[config.mk]
export PLATFORM = sky130hd
export DESIGN_NAME = wb_stage_flat
export DESIGN_NICKNAME = d
export VERILOG_FILES = /design/src/rtl/wb_pkg.sv /design/src/rtl/wb_stage_if.sv /design/src/rtl/wb_bypass.sv /design/src/rtl/wb_stage.sv /design/src/flat_wrapper.sv
export SDC_FILE = /design/constraint.sdc
export NUM_CORES = 1
export LEC_CHECK = 0
export CAP_MARGIN = 5
export CORE_MARGIN = 4
export CORE_UTILIZATION = 55
export CTS_CLUSTER_SIZE = 24
export DETAILED_ROUTE_END_ITERATION = 12
export DONT_BUFFER_PORTS = 1
export PLACE_DENSITY = 0.7
export SKIP_LAST_GASP = 1
export SLEW_MARGIN = 5
export SYNTH_ARGS = -nofsm -noshare
export SYNTH_HDL_FRONTEND = slang
export SYNTH_SLANG_ARGS = --single-unit
[constraint.sdc]
create_clock -name clk -period 3.1 [get_ports clk]
set_clock_uncertainty 0.1 [all_clocks]
set_input_delay 0.155 -clock clk [delete_from_list [all_inputs] [get_ports clk]]
set_output_delay 0.155 -clock clk [all_outputs]
set_load 0.05 [all_outputs]
[src/rtl/wb_pkg.sv]
// Shared types and widths for the writeback stage and its register-file interface.
package wb_pkg;

  localparam int DW = 8;
  localparam int AW = 3;

  typedef enum logic {
    IDLE,
    LOAD_WAIT
  } wb_state_t;

  typedef struct packed {
    logic          en;
    logic [AW-1:0] addr;
    logic [DW-1:0] dat;
  } wb_reg_t;

endpackage

[src/rtl/wb_stage_if.sv]
// Bundle of upstream, data-memory and register-file signals seen by the writeback stage.
interface wb_stage_if;
  import wb_pkg::*;

  logic          alu_valid;
  logic [AW-1:0] alu_dst;
  logic [DW-1:0] alu_dat;
  logic          ld_req;
  logic [AW-1:0] ld_dst;
  logic [DW-1:0] ld_addr;
  logic          mem_rd_en;
  logic [DW-1:0] mem_addr;
  logic [DW-1:0] mem_dat;
  logic          stall;
  logic          rf_wr_en;
  logic [AW-1:0] rf_wr_addr;
  logic [DW-1:0] rf_dat;
  logic [AW-1:0] rd_addrA;
  logic [AW-1:0] rd_addrB;
  logic [DW-1:0] rfA;
  logic [DW-1:0] rfB;
  logic [DW-1:0] opA;
  logic [DW-1:0] opB;

  modport master (
    output alu_valid, alu_dst, alu_dat, ld_req, ld_dst, ld_addr, mem_dat,
           rd_addrA, rd_addrB, rfA, rfB,
    input  mem_rd_en, mem_addr, stall, rf_wr_en, rf_wr_addr, rf_dat, opA, opB
  );

  modport slave (
    input  alu_valid, alu_dst, alu_dat, ld_req, ld_dst, ld_addr, mem_dat,
           rd_addrA, rd_addrB, rfA, rfB,
    output mem_rd_en, mem_addr, stall, rf_wr_en, rf_wr_addr, rf_dat, opA, opB
  );

endinterface

[src/rtl/wb_bypass.sv]
// Two-port forwarding mux: a read that hits the register being written sees the new value.
module wb_bypass
  import wb_pkg::*;
(
  input  logic          wr_en,
  input  logic [AW-1:0] wr_addr,
  input  logic [DW-1:0] wr_dat,
  input  logic [AW-1:0] rd_addr_a,
  input  logic [AW-1:0] rd_addr_b,
  input  logic [DW-1:0] rf_a,
  input  logic [DW-1:0] rf_b,
  output logic [DW-1:0] op_a,
  output logic [DW-1:0] op_b
);

  assign op_a = (wr_en && (wr_addr == rd_addr_a)) ? wr_dat : rf_a;
  assign op_b = (wr_en && (wr_addr == rd_addr_b)) ? wr_dat : rf_b;

endmodule

[src/rtl/wb_stage.sv]
// Writeback stage: single writeback register for ALU results and multi-cycle loads,
// stalling upstream while a load is outstanding, plus operand bypass.
module wb_stage
  import wb_pkg::*;
#(
  parameter int MEM_LAT = 2
) (
  input  logic       clk,
  input  logic       reset,
  wb_stage_if.slave  bus
);

  localparam int CW = $clog2(MEM_LAT + 1);

  wb_state_t     state;
  logic [CW-1:0] cnt;
  logic [AW-1:0] ld_dst_p1;
  wb_reg_t       wb_p1;
  logic          issue;
  logic          last_beat;

  // A load issues only from IDLE; reset blocks the strobe so a load cannot start while clearing.
  assign issue     = (state == IDLE) && bus.ld_req && !reset;
  assign last_beat = (state == LOAD_WAIT) && (cnt == CW'(1));

  assign bus.mem_rd_en = issue;
  assign bus.mem_addr  = issue ? bus.ld_addr : '0;
  assign bus.stall     = (state == LOAD_WAIT);

  always_ff @(posedge clk) begin
    if (reset) begin
      state <= IDLE;
      cnt   <= '0;
      wb_p1 <= '0;
    end else begin
      wb_p1.en <= 1'b0;
      case (state)
        IDLE: begin
          if (bus.alu_valid) begin
            wb_p1 <= '{en: 1'b1, addr: bus.alu_dst, dat: bus.alu_dat};
          end
          if (bus.ld_req) begin
            cnt   <= CW'(MEM_LAT);
            state <= LOAD_WAIT;
          end
        end
        LOAD_WAIT: begin
          cnt <= cnt - CW'(1);
          if (last_beat) begin
            wb_p1 <= '{en: 1'b1, addr: ld_dst_p1, dat: bus.mem_dat};
            state <= IDLE;
          end
        end
        default: state <= IDLE;
      endcase
    end
  end

  // Load destination is pure data; it is only consumed after a fresh capture.
  always_ff @(posedge clk) begin
    if (issue) begin
      ld_dst_p1 <= bus.ld_dst;
    end
  end

  assign bus.rf_wr_en   = wb_p1.en;
  assign bus.rf_wr_addr = wb_p1.addr;
  assign bus.rf_dat     = wb_p1.dat;

  wb_bypass u_bypass (
    .wr_en     (wb_p1.en),
    .wr_addr   (wb_p1.addr),
    .wr_dat    (wb_p1.dat),
    .rd_addr_a (bus.rd_addrA),
    .rd_addr_b (bus.rd_addrB),
    .rf_a      (bus.rfA),
    .rf_b      (bus.rfB),
    .op_a      (bus.opA),
    .op_b      (bus.opB)
  );

endmodule

[src/flat_wrapper.sv]
// flat-port wrapper written by rule: the top's interface ports become plain ports
module wb_stage_flat import wb_pkg::*;
#(
  parameter int MEM_LAT = 2
)
  (clk, reset, bus_alu_valid, bus_alu_dst, bus_alu_dat, bus_ld_req, bus_ld_dst, bus_ld_addr, bus_mem_dat, bus_rd_addrA, bus_rd_addrB, bus_rfA, bus_rfB, bus_mem_rd_en, bus_mem_addr, bus_stall, bus_rf_wr_en, bus_rf_wr_addr, bus_rf_dat, bus_opA, bus_opB);
  wb_stage_if bus_i ();
  input  logic clk;
  input  logic reset;
  input wire logic [$bits(bus_i.alu_valid)-1:0] bus_alu_valid;
  input wire logic [$bits(bus_i.alu_dst)-1:0] bus_alu_dst;
  input wire logic [$bits(bus_i.alu_dat)-1:0] bus_alu_dat;
  input wire logic [$bits(bus_i.ld_req)-1:0] bus_ld_req;
  input wire logic [$bits(bus_i.ld_dst)-1:0] bus_ld_dst;
  input wire logic [$bits(bus_i.ld_addr)-1:0] bus_ld_addr;
  input wire logic [$bits(bus_i.mem_dat)-1:0] bus_mem_dat;
  input wire logic [$bits(bus_i.rd_addrA)-1:0] bus_rd_addrA;
  input wire logic [$bits(bus_i.rd_addrB)-1:0] bus_rd_addrB;
  input wire logic [$bits(bus_i.rfA)-1:0] bus_rfA;
  input wire logic [$bits(bus_i.rfB)-1:0] bus_rfB;
  output wire logic [$bits(bus_i.mem_rd_en)-1:0] bus_mem_rd_en;
  output wire logic [$bits(bus_i.mem_addr)-1:0] bus_mem_addr;
  output wire logic [$bits(bus_i.stall)-1:0] bus_stall;
  output wire logic [$bits(bus_i.rf_wr_en)-1:0] bus_rf_wr_en;
  output wire logic [$bits(bus_i.rf_wr_addr)-1:0] bus_rf_wr_addr;
  output wire logic [$bits(bus_i.rf_dat)-1:0] bus_rf_dat;
  output wire logic [$bits(bus_i.opA)-1:0] bus_opA;
  output wire logic [$bits(bus_i.opB)-1:0] bus_opB;
  assign bus_i.alu_valid = bus_alu_valid;
  assign bus_i.alu_dst = bus_alu_dst;
  assign bus_i.alu_dat = bus_alu_dat;
  assign bus_i.ld_req = bus_ld_req;
  assign bus_i.ld_dst = bus_ld_dst;
  assign bus_i.ld_addr = bus_ld_addr;
  assign bus_i.mem_dat = bus_mem_dat;
  assign bus_i.rd_addrA = bus_rd_addrA;
  assign bus_i.rd_addrB = bus_rd_addrB;
  assign bus_i.rfA = bus_rfA;
  assign bus_i.rfB = bus_rfB;
  assign bus_mem_rd_en = bus_i.mem_rd_en;
  assign bus_mem_addr = bus_i.mem_addr;
  assign bus_stall = bus_i.stall;
  assign bus_rf_wr_en = bus_i.rf_wr_en;
  assign bus_rf_wr_addr = bus_i.rf_wr_addr;
  assign bus_rf_dat = bus_i.rf_dat;
  assign bus_opA = bus_i.opA;
  assign bus_opB = bus_i.opB;
  wb_stage #(.MEM_LAT(MEM_LAT)) u_core (.clk(clk), .reset(reset), .bus(bus_i));
endmodule
**After elaboration in Yosys (flattened, before gate mapping)**

Cells that the tools add are included.
Widths: inputs -> output; s select.

- Equality and inequality tests: 6
- Reduce and logical (&&, ||, !) cells: 7
- Muxes and demuxes: 11
- $add $sub $neg: 1
- Bitwise operators: 1

Operators with widths:

| operator | count |
|---|---|
| $mux 12 | 2 |
| $mux 8 | 3 |
| $pmux 12 s2 | 1 |
| $eq 3x3->1 | 2 |
| $ne 2x2->1 const B | 3 |
| $logic_and 1x1->1 | 5 |
| $pmux 2 s2 | 1 |
| $eq 2x1->1 const B | 1 |
| $mux 1 | 2 |
| $mux 2 | 1 |
| $pmux 1 s2 | 1 |
| $reduce_and 2->1 | 1 |
| $sub 2x1->2 const B | 1 |
| $logic_not 1->1 | 1 |
| $not 1->1 | 1 |

- Flip-flop bits (word level): 18
- Input bits: 56
- Word-level logic and storage cells: 32

**Longest topological paths before layout**

Gate-level depths: netlist of run 1.

- Depth in word-level cells: 4
- Mapped depth: 6
- Gate-level depth less buffers: 5

**By module**

A second synthesis of run 1 with hierarchy kept.

- Cells, all modules: 92
- Area, all modules: 988.4 um^2

Modules (own cells, without submodules):

| module | seq. area each (um^2) | area an instance (um^2) | cells each | times used |
|---|---|---|---|---|
| wb_stage | 390.4 | 730.7 | 68 | 1 |
| wb_bypass | 0.0 | 257.7 | 24 | 1 |

**Worst setup path before layout of run 1**

Ideal clock, no wire load.

- Path type: flip-flop to output port
- From: register u_core.state, in the netlist u_core.bus.stall
- To: output bus_mem_addr[0]
- Stages on the path, launching flop included: 4
- Setup slack: 0.660 ns
- Data arrival time: 2.185 ns
- Required time: 2.845 ns
- Buffers on the path: 1
- Cells stage by stage: dfxtp_1 buf_2 nor3b_2 and2_1

- Cells in the longest elaborated chain, start to end: 4

RTL lines:

| what | RTL line | RTL |
|---|---|---|
| start: declaration | wb_stage.sv:15 | `wb_state_t state;` |
| start signal: assignment | wb_stage.sv:32 | `state <= IDLE;` |
| start signal: assignment | wb_stage.sv:44 | `state <= LOAD_WAIT;` |
| start signal: assignment | wb_stage.sv:51 | `state <= IDLE;` |
| $not 1->1 | wb_stage.sv:23 | `assign issue = (state == IDLE) && bus.ld_req && !reset;` |
| $logic_and 1x1->1 (2 in a row) | wb_stage.sv:23 |  |
| named net bus_mem_rd_en | flat_wrapper.sv:21 | `output wire logic [$bits(bus_i.mem_rd_en)-1:0] bus_mem_rd_en;` |
| $mux 8 | wb_stage.sv:27 | `assign bus.mem_addr = issue ? bus.ld_addr : '0;` |
| end: declaration | flat_wrapper.sv:22 | `output wire logic [$bits(bus_i.mem_addr)-1:0] bus_mem_addr;` |

The timed path passes the listed nets, and every way through them passes these cells.

**Worst setup path after layout of run 1**

- From: register u_core.state, in the netlist u_core.bus.stall
- To: register u_core.wb_p1, in the netlist u_core.bus.rf_dat[2]

- Cells in the longest elaborated chain, start to end: 3
- Elaborated cells between the ends (all ways): 6
- Classes of those cells: eq/ne: 2; mux: 1; bitwise: 1; reduce/logical: 2

RTL lines:

| what | RTL line | RTL |
|---|---|---|
| $logic_and 1x1->1 or $not 1->1 (tied branches) | wb_stage.sv:24, wb_stage.sv:37 |  |
| $ne 2x2->1 (no source line) | n/a |  |
| $reduce_and 2->1 (no source line) | n/a |  |
| end signal: assignment | wb_stage.sv:40 | `wb_p1 <= '{en: 1'b1, addr: bus.alu_dst, dat: bus.alu_dat};` |
| end signal: assignment | wb_stage.sv:50 | `wb_p1 <= '{en: 1'b1, addr: ld_dst_p1, dat: bus.mem_dat};` |
| end: declaration | wb_stage.sv:18 | `wb_reg_t wb_p1;` |

Parallel ways exist; a longest one is shown, timed or not.
A chain may end at the register's enable or synchronous reset.

==> impl_results.md, run 1 <==
* Status: finished, final reports clean
* Placed insts at between 100 and 150
* Clk sinks at 18
* Hold Violations, Final at 0
* Place WS at 1.13 ns
* HPWL Detailed at 1.90 mm
* Post-CTS Setup Bufs at 0
* Post-route setup slack at about 0.69 ns
* Core Region at ~1700 µm²
* GR Util All Layers at 0.213
* Combinational Power Share at 0.265
* Warnings, synthesis at 0
* Proportion of layout cells with a drive suffix above 1 at 0.198
* Leak pwr at 0.461 nW
* Width of the chip at 50.7 µm
* Top cells by area, synth: dfxtp_1, mux2_2, edfxtp_1
* H-tree Lvls at 1
* Drt pass-1 iters at 4
* CP arrival at 2.54 ns
* Met1 GRT Util at 0.240
* DR vias at 892
* Mapped Area at about 1000 µm²
* Die Ht at 50.7 µm
* Internal power at 383 µW
* Final Cycle Share at 0.778
* Total Negative Setup Slacks at 0 ns
* Clock power frac at 0.235
* Area leader, netlist: dfxtp_1
* Via/cell ratio at just under 6
* Syn Area/Cell at ~9.7 µm²
* Post-CTS Resized at 0
* Syn_nets at between 150 and 200
* Sequential share of power at 0.500
* Met3 usage at 0.0772
* Net count reported at finish at 184
* Top cell types by occurrence after synthesis: mux2_2, dfxtp_1, a21oi_1, a22oi_1, nand2_1
* Psw at 236 µW
* Required @ worst endpoint at 3.23 ns
* Endpoints failing setup at 0
* Routed len/inst at 17.6 µm
* Max_cap viols at 0
* Hold Path Class: in2reg
* Cell variety after synth at 19
* RePlAce Congestion at 0.652
* Worst slew pin tran at approximately 0.80 ns
* Peak VDD IR at 0.419 mV
* Tmin final at approximately 2.4 ns
* Final WL at between 2 and 3 mm
* Final Power at 619 µW
* Post-Layout Cell Count at about 150
* Clock tree buffer depth at 2
* Initial antenna violation count at 0
* Grt ovf at 0
* Die area at 2570 µm²
* CTS tree: yes
* Achievable frequency at 415 MHz
* Yosys top cell area share at 0.300
* Setup CP Type: reg2reg
* Crit path launch type: register
* Primary FF master, synth: dfxtp_1
* Most Used Layer, Global Route: met2
* DRT iter0 DRCs at 15
* Drt drc at 0
* Mapped Cells at 103
* IO Count at 94
* Clock-pin transition on the worst setup and hold timing paths at roughly 0.1 ns
* Area Growth Syn to Fin at 28.2%
* Diodes inserted at 0
* Ys async rst share at 0
* Sw Share at 0.381
* Crit end category: register
* Clk Latency, worst-skew pair at about 0.29 ns
* Largest net degree at the start of global routing at 17
* Vias in the first global route at approximately 910
* Clock root buffer: clkbuf_4
* CTS Buf Count at 3
* Sequential element share of the synthesized area at 0.390
* Rel. slew slack at 0.468
* First-pass GRT wire length at ~4.2 mm
* Crit path max fanout at 12
* #FFs+latches synth at 18
* Site Rows at 15
* Fin. max-slew vios at 0
* Number of synthesized flops with an enable pin at 3
* Met2 usage at 0.370
* RSZ-0062 raised after global routing: no
* Final ANT Viol Nets at 0
* Most common cell in the netlist: mux2_2
* Hold Buf Count CTS at 23
* PortBufs at 0
* Initial Util at 0.580
* Power density over cell area at 482 nW/µm²
==> worst max-delay path, cell delays in order, from the launching register on <==
cell	delay [ns]
dfxtp_1	0.83
and2_1	0.52
a22oi_1	0.16
dlygate4sd3_1	0.62
a21oi_1	0.12
==> cell usage in the layout, fill, tap and decap left out <==
cell            n
dlygate4sd3_1  23
mux2_2         16
dfxtp_1        15
a22oi_1        11
nand2_1        11
a21oi_1        11
and2_1          9
xnor2_1         6
nor2_1          3
nor3_1          3
clkbuf_4        3
edfxtp_1        3
nand4_2         2
nor2b_1         2
mux2i_1         2
buf_4           2
nor3b_2         1
inv_1           1
ha_1            1
clkbuf_8        1
==> path summary, 6_finish.rpt <==
path | to | slack [ns] | cells past startpoint | from
max | u_core.bus.rf_dat[2]$_SDFFE_PP0P_ | 0.69 | 4 | u_core.bus.stall$_SDFF_PP0_
min | u_core.bus.rf_wr_en$_SDFF_PP0_ | 0.09 | 3 | bus_alu_valid
max reg2reg | u_core.bus.rf_dat[2]$_SDFFE_PP0P_ | 0.69 | 4 | u_core.bus.stall$_SDFF_PP0_
min reg2reg | u_core.bus.rf_wr_addr[1]$_SDFFE_PP0P_ | 0.47 | 2 | u_core.ld_dst_p1[1]$_DFFE_PP_
==> state kept, by name, indices dropped and copies added, names as in the netlist <==
| name | flops |
|---|---|
| u_core.bus.rf_dat | 8 |
| u_core.bus.rf_wr_addr | 3 |
| u_core.ld_dst_p1 | 3 |
| u_core.cnt | 2 |
| u_core.bus.rf_wr_en | 1 |
| u_core.bus.stall | 1 |
==> metal layers <==
layer  part of all wire  vias up  wire, µm
li1                   -      414         -
met1               0.37      410       995
met2               0.50       62      1320
met3               0.11        6       284
met4              0.020        0        53
met5                  0        -         0
==> metrics by stage <==
step                utilization  hold WS [ns]  instance area [µm²]
floorplan                     -         0.154                 1000
global placement          0.589         0.126                 1020
detailed placement        0.589         0.129                 1020
CTS                       0.743        0.0868                 1280
global route              0.743         0.114                 1280
finish                    0.743        0.0886                 1280
==> final cells by class <==
type / count / area (µm²)
clock buffers: 4 / 36.3
fillers: 132 / 443
inverters: 1 / 3.75
multi-input cells: 78 / 577
flip-flops and latches: 18 / 390
well taps: 25 / 31.3
repair buffers: 25 / 245
==> kinds of logic (layout without fill, tap and decap cells) <==
group / count (synthesis) / in the layout / synth area share
buf+inv: 7 / 30 / 0.0337
simple gates: 31 / 31 / 0.174
compound gates: 22 / 22 / 0.137
xor+xnor: 6 / 6 / 0.0525
fa+ha+maj: 1 / 1 / 0.0125
flops: 18 / 18 / 0.390
mux: 18 / 18 / 0.200
==> power groups by stage <==
stage / Clock (mW) / Combinational, mW / Sequential (mW)
2_1_floorplan: 0 / 0.130 / 0.309
3_3_place_gp: 0 / 0.133 / 0.314
3_5_place_dp: 0 / 0.135 / 0.315
4_1_cts: 0.145 / 0.163 / 0.310
5_1_grt: 0.158 / 0.175 / 0.312
6_report: 0.145 / 0.164 / 0.310
Power figures use the tool's default switching activity.
==> inputs of run 2 (changes only) <==
clock period = 2.3 ns   (was 3.1 ns; I/O delays follow)
==> impl_results.md, run 2 (same netlist as run 1, synthesis figures left out) <==
* Grt ovf at 0
* Width of the chip at slightly above 50 µm
* Die Ht at 50.7 µm
* Clock-pin transition on the worst setup and hold timing paths at around 0.11 ns
* Reg2Reg Setup Slack at 0.23 ns
* Peak VDD IR at 0.392 mV
* Placed cell area at around 1100 µm²
* Crit path max fanout at 16
* Post-route cell area at 1410 µm²
* Final WL at 3.02 mm
* Achievable frequency at 467 MHz
* Core Region at 1730 µm²
* Reg-to-Reg Start: u_core.bus.stall$_SDFF_PP0_
* Final Cycle Share at 0.931
* Vias in the first global route at 965
* WHS at 0.0287 ns
* Routed len/inst at ~18 µm
* Fillcell total at approximately 120
* Clock power frac at 0.206
* Site Rows at 15
* GR Util All Layers at 0.237
* Sequential share of power at 0.459
* Kind of cell adding the most delay to the critical path: buffers and inverters
* CTS tree: yes
* Area taken by multi-input logic gates at 586 µm²
* Setup CP Type: in2out
* H-tree Lvls at 1
* Area Growth Syn to Fin at 40.4%
* Endpoints failing setup at 0
* Worst slew pin tran at 0.655 ns
* Worst path bufs/invs at 3
* Die area at ~2600 µm²
* Initial antenna violation count at 0
* RSZ-0062 raised after global routing: no
* Cells on Worst Hold Path at 1
* CP dominant cell by count: buf_4
* Power density over cell area at 596 nW/µm²
* Post-Layout Cell Count at 167
* Crit path launch type: input port
* Leak pwr at roughly 0.54 nW
* Crit-path slowest cell: dlygate4sd3_1
* Final ANT Viol Nets at 0
* Place WS at between 0.5 and 0.6 ns
* Status: finished, final reports clean
* CP cell instances: dlygate4sd3_1 > nor3b_4 > buf_4 > and2_1 > buf_4
* Crit end category: output port
* Drt drc at 0
* Drt pass-1 iters at 5
* Sw Share at 0.395
* Max_cap viols at 0
* Reg area at 390 µm²
* Tmin final at 2.14 ns
* CTS Buf Count at 3
* Total Negative Setup Slacks at 0 ns
* Proportion of layout cells with a drive suffix above 1 at 0.282
* Hold wc startpoint: bus_ld_req
* RePlAce Congestion at 0.633
* Reg-to-Reg End: u_core.bus.rf_dat[3]$_SDFFE_PP0P_
* Fin. max-slew vios at 0
* Post-CTS Setup Bufs at 0
* PortBufs at 0
* Hold Violations, Final at 0
* Critical path's largest stage delay at 0.78 ns
* DR vias at roughly 960
* Largest register FFs at 8
* Clk sinks at 18
* Clk Latency, worst-skew pair at 0.30 ns
* Diodes inserted at 0
* HPWL Detailed at 2.08 mm
* Initial Util at 0.580
* Placed insts at between 100 and 150
* Most common cell after layout, fill and taps aside: dlygate4sd3_1
* Internal power at 507 µW
* Combinational Power Share at 0.335
* Psw at approximately 330 µW
* Rel. slew slack at 0.562
* DRT iter0 DRCs at 31
* Most frequent cells in the layout: dlygate4sd3_1, buf_4, mux2_2, dfxtp_1
* Reg2reg path depth at 5
* Clock tree buffer depth at 2
* Largest net degree at the start of global routing at 17
* Hold Path Class: in2reg
* Via/cell ratio at ~5.8
* IO Count at 94
* Required @ worst endpoint at 2.09 ns
* First-pass GRT wire length at 4.44 mm
* Net count reported at finish at 200
* CP arrival at 1.93 ns
* Clock root buffer: clkbuf_4
* Hold EP: u_core.ld_dst_p1[0]$_DFFE_PP_
* Post-route setup slack at approximately 0.16 ns
-- run 2: cell count changes in the layout (fill, tap and decap cells not counted), sizes merged --
| cell | delta |
|---|---|
| buf | +15 |
| dlygate4sd3 | +1 |
-- run 2: power groups by stage --
stage,Combinational [mW],Clock [mW],Sequential (mW)
after floorplan,0.177,0,0.417
after global placement,0.234,0,0.390
after detailed placement,0.238,0,0.392
after CTS,0.278,0.173,0.384
after global routing,0.295,0.188,0.388
final,0.281,0.172,0.385
-- run 2: layout make-up --
type / instances / share of cell area
multi-input combinational: 78 / 0.417
sequential: 18 / 0.278
timing repair buffer: 41 / 0.262
tap: 25 / 0.0223
clock buffer: 4 / 0.0187
inverter: 1 / 0.00267
-- run 2: layer usage --
layer	vias to the layer above	share of wire	GRT usage	routed length, µm
met2	69	0.54	0.461	1640
met5	-	0	0	0
met1	443	0.35	0.232	1070
met3	5	0.091	0.0712	275
met4	0	0.011	0.0807	32
li1	445	-	-	-
-- run 2: stage by stage --
| stage | power [mW] | util |
|---|---|---|
| floorplan | 0.594 | - |
| global placement | 0.624 | 0.658 |
| detailed placement | 0.629 | 0.658 |
| CTS | 0.835 | 0.812 |
| global route | 0.872 | 0.814 |
| finish | 0.838 | 0.814 |
-- run 2: worst reg2reg max path, delay by kind of cell (launching register included) --
family | cells | cell delay, ns
flip-flops | 1 | 0.39
AND/OR/NAND/NOR | 1 | 0.41
buffers and inverters | 2 | 0.82
AO/OA/AOI/OAI | 2 | 0.28
-- run 2: worst max path at each step --
stage	startpoint	endpoint	slack [ns]	cells after the start
2_1_floorplan	u_core.bus.stall$_SDFF_PP0_	bus_mem_addr[0]	0.18	3
5_1_grt	reset	bus_mem_addr[2]	0.06	5
3_3_place_gp	u_core.bus.stall$_SDFF_PP0_	u_core.bus.rf_dat[4]$_SDFFE_PP0P_	0.63	4
6_report	reset	bus_mem_addr[2]	0.16	5
4_1_cts	u_core.bus.stall$_SDFF_PP0_	u_core.bus.rf_dat[2]$_SDFFE_PP0P_	0.03	5
3_5_place_dp	u_core.bus.stall$_SDFF_PP0_	u_core.bus.rf_wr_addr[1]$_SDFFE_PP0P_	0.59	4
-- run 2: repair_timing --
item,in CTS,in global routing
hold buffers,24,0
endpoints found under the hold margin,19,0
endpoints found under the setup margin,0,9
resized for setup,0,1
==> inputs of run 3 (changes only) <==
CTS_BUF_LIST = sky130_fd_sc_hd__clkbuf_16   (was default)
==> impl_results.md, run 3 (same netlist as run 1, synthesis figures left out) <==
* Endpoints failing setup at 0
* Width of the chip at 50.7 µm
* CP cell instances: dlygate4sd3_1 > nor3b_4 > buf_4 > and2_1 > buf_4
* Crit path launch type: input port
* Place WS at 0.593 ns
* Status: finished with violations
* CTS tree: yes
* Total Negative Setup Slacks at 0 ns
* Post-Layout Cell Count at 165
* Drt drc at 0
* Achievable frequency at 466 MHz
* Largest net degree at the start of global routing at 17
* DRT iter0 DRCs at 14
* PortBufs at 0
* Placed cell area at 1140 µm²
* HPWL Detailed at ~2.1 mm
* Fin. max-slew vios at 0
* Hold Violations, Final at 1
* H-tree Lvls at 1
* RePlAce Congestion at 0.633
* Post-route setup slack at about 0.16 ns
* Final Cycle Share at 0.932
* Routed len/inst at 17.9 µm
* DR vias at 945
* Post-route cell area at 1440 µm²
* Clock root buffer: clkbuf_16
* IO Count at 94
* Via/cell ratio at between 5 and 6
* Kind of cell adding the most delay to the critical path: buffers and inverters
* Clock-pin transition on the worst setup and hold timing paths at 0.05 ns
* Tmin final at 2.14 ns
* Crit end category: output port
* Fillcell total at 113
* Initial Util at 0.580
* CP dominant cell by count: buf_4
* Clock tree buffer depth at 2
* Initial antenna violation count at 0
* Area Growth Syn to Fin at 43.6%
* Max_cap viols at 0
* Required @ worst endpoint at 2.09 ns
* Most common cell after layout, fill and taps aside: dlygate4sd3_1
* Clk Latency, worst-skew pair at 0.24 ns
* Die Ht at 50.7 µm
* Setup CP Type: in2out
* Net count reported at finish at 198
* Worst slew pin tran at 0.646 ns
* Diodes inserted at 0
* Failing checks: hold timing
* WHS at -0.00476 ns
* CP arrival at a little under 2 ns
* First-pass GRT wire length at 4.33 mm
* Placed insts at 139
* Grt ovf at 0
* Site Rows at 15
* RSZ-0062 raised after global routing: no
* Clk sinks at 18
* Final ANT Viol Nets at 0
* CTS Buf Count at 3
* Hold Path Class: in2reg
* Die area at 2570 µm²
* Rel. slew slack at 0.568
* Proportion of layout cells with a drive suffix above 1 at 0.286
* Worst path bufs/invs at 3
* Final WL at 2.96 mm
* Vias in the first global route at between 900 and 1000
* Core Region at 1730 µm²
* Crit path max fanout at 16
* Peak VDD IR at ~0.56 mV
* Power density over cell area at 701 nW/µm²
* Largest register FFs at 8
* Post-CTS Setup Bufs at 0
* Most frequent cells in the layout: dlygate4sd3_1, buf_4, mux2_2, dfxtp_1
* Crit-path slowest cell: dlygate4sd3_1
* Drt pass-1 iters at 4
* Critical path's largest stage delay at roughly 0.8 ns
* GR Util All Layers at 0.227
* Leak pwr at 0.561 nW
run 3: changes by cell type in the layout (fill, tap and decap cells not counted), sizes merged:
cell and delta:
clkbuf -1, inv +1, dlygate4sd3 -2
run 3: routing by layer:
| metal | vias to the layer above | track usage | share of wire |
|---|---|---|---|
| met5 | - | 0 | 0 |
| met4 | 0 | 0.0807 | 0.016 |
| met3 | 4 | 0.0682 | 0.094 |
| met2 | 62 | 0.439 | 0.55 |
| met1 | 437 | 0.223 | 0.34 |
| li1 | 442 | - | - |
run 3: report_power, final:
group / total [mW] / switching, mW / internal, mW
registers: 0.385 / 0.0435 / 0.342
logic: 0.277 / 0.181 / 0.0953
clock network: 0.345 / 0.114 / 0.231
total: 1.01 / 0.339 / 0.668
run 3: final timing paths:
kind | startpoint | to | slack, ns | depth (start not counted)
min | bus_alu_dst[1] | u_core.bus.rf_wr_addr[1]$_SDFFE_PP0P_ | -0.005 | 2
max | reset | bus_mem_addr[2] | 0.16 | 5
max reg2reg | u_core.bus.stall$_SDFF_PP0_ | u_core.bus.rf_wr_addr[0]$_SDFFE_PP0P_ | 0.24 | 6
min reg2reg | u_core.cnt[0]$_SDFFE_PP0P_ | u_core.cnt[0]$_SDFFE_PP0P_ | 0.43 | 2
run 3: area by class of cell:
| cell class | count | area [µm²] | area share |
|---|---|---|---|
| well taps | 25 | 31.3 | 0.0218 |
| clock inverters | 1 | 3.75 | 0.00261 |
| clock buffers | 3 | 75.1 | 0.0522 |
| flip-flops and latches | 18 | 390 | 0.272 |
| multi-input cells | 78 | 586 | 0.407 |
| repair buffers | 39 | 348 | 0.242 |
| inverters | 1 | 3.75 | 0.00261 |
run 3: worst reg2reg max path: stages, from the launching register on:
cell and delay (ns):
dfxtp_1 0.45, buf_4 0.27, mux2i_1 0.21, buf_4 0.20, nand2_1 0.07, a21oi_1 0.14, dlygate4sd3_1 0.56
run 3: what timing repair did:
action | 4_1_cts | 5_1_grt
hold buffers | 22 | 0
hold endpoints to repair | 19 | 0
endpoints found under the setup margin | 0 | 8
gates resized for setup | 0 | 1
run 3: stage by stage:
stage                     power (mW)  utilization
after floorplan                0.594            -
after global placement         0.624        0.658
after detailed placement       0.629        0.658
after CTS                       1.01        0.831
after global routing            1.05        0.833
final                           1.01        0.833
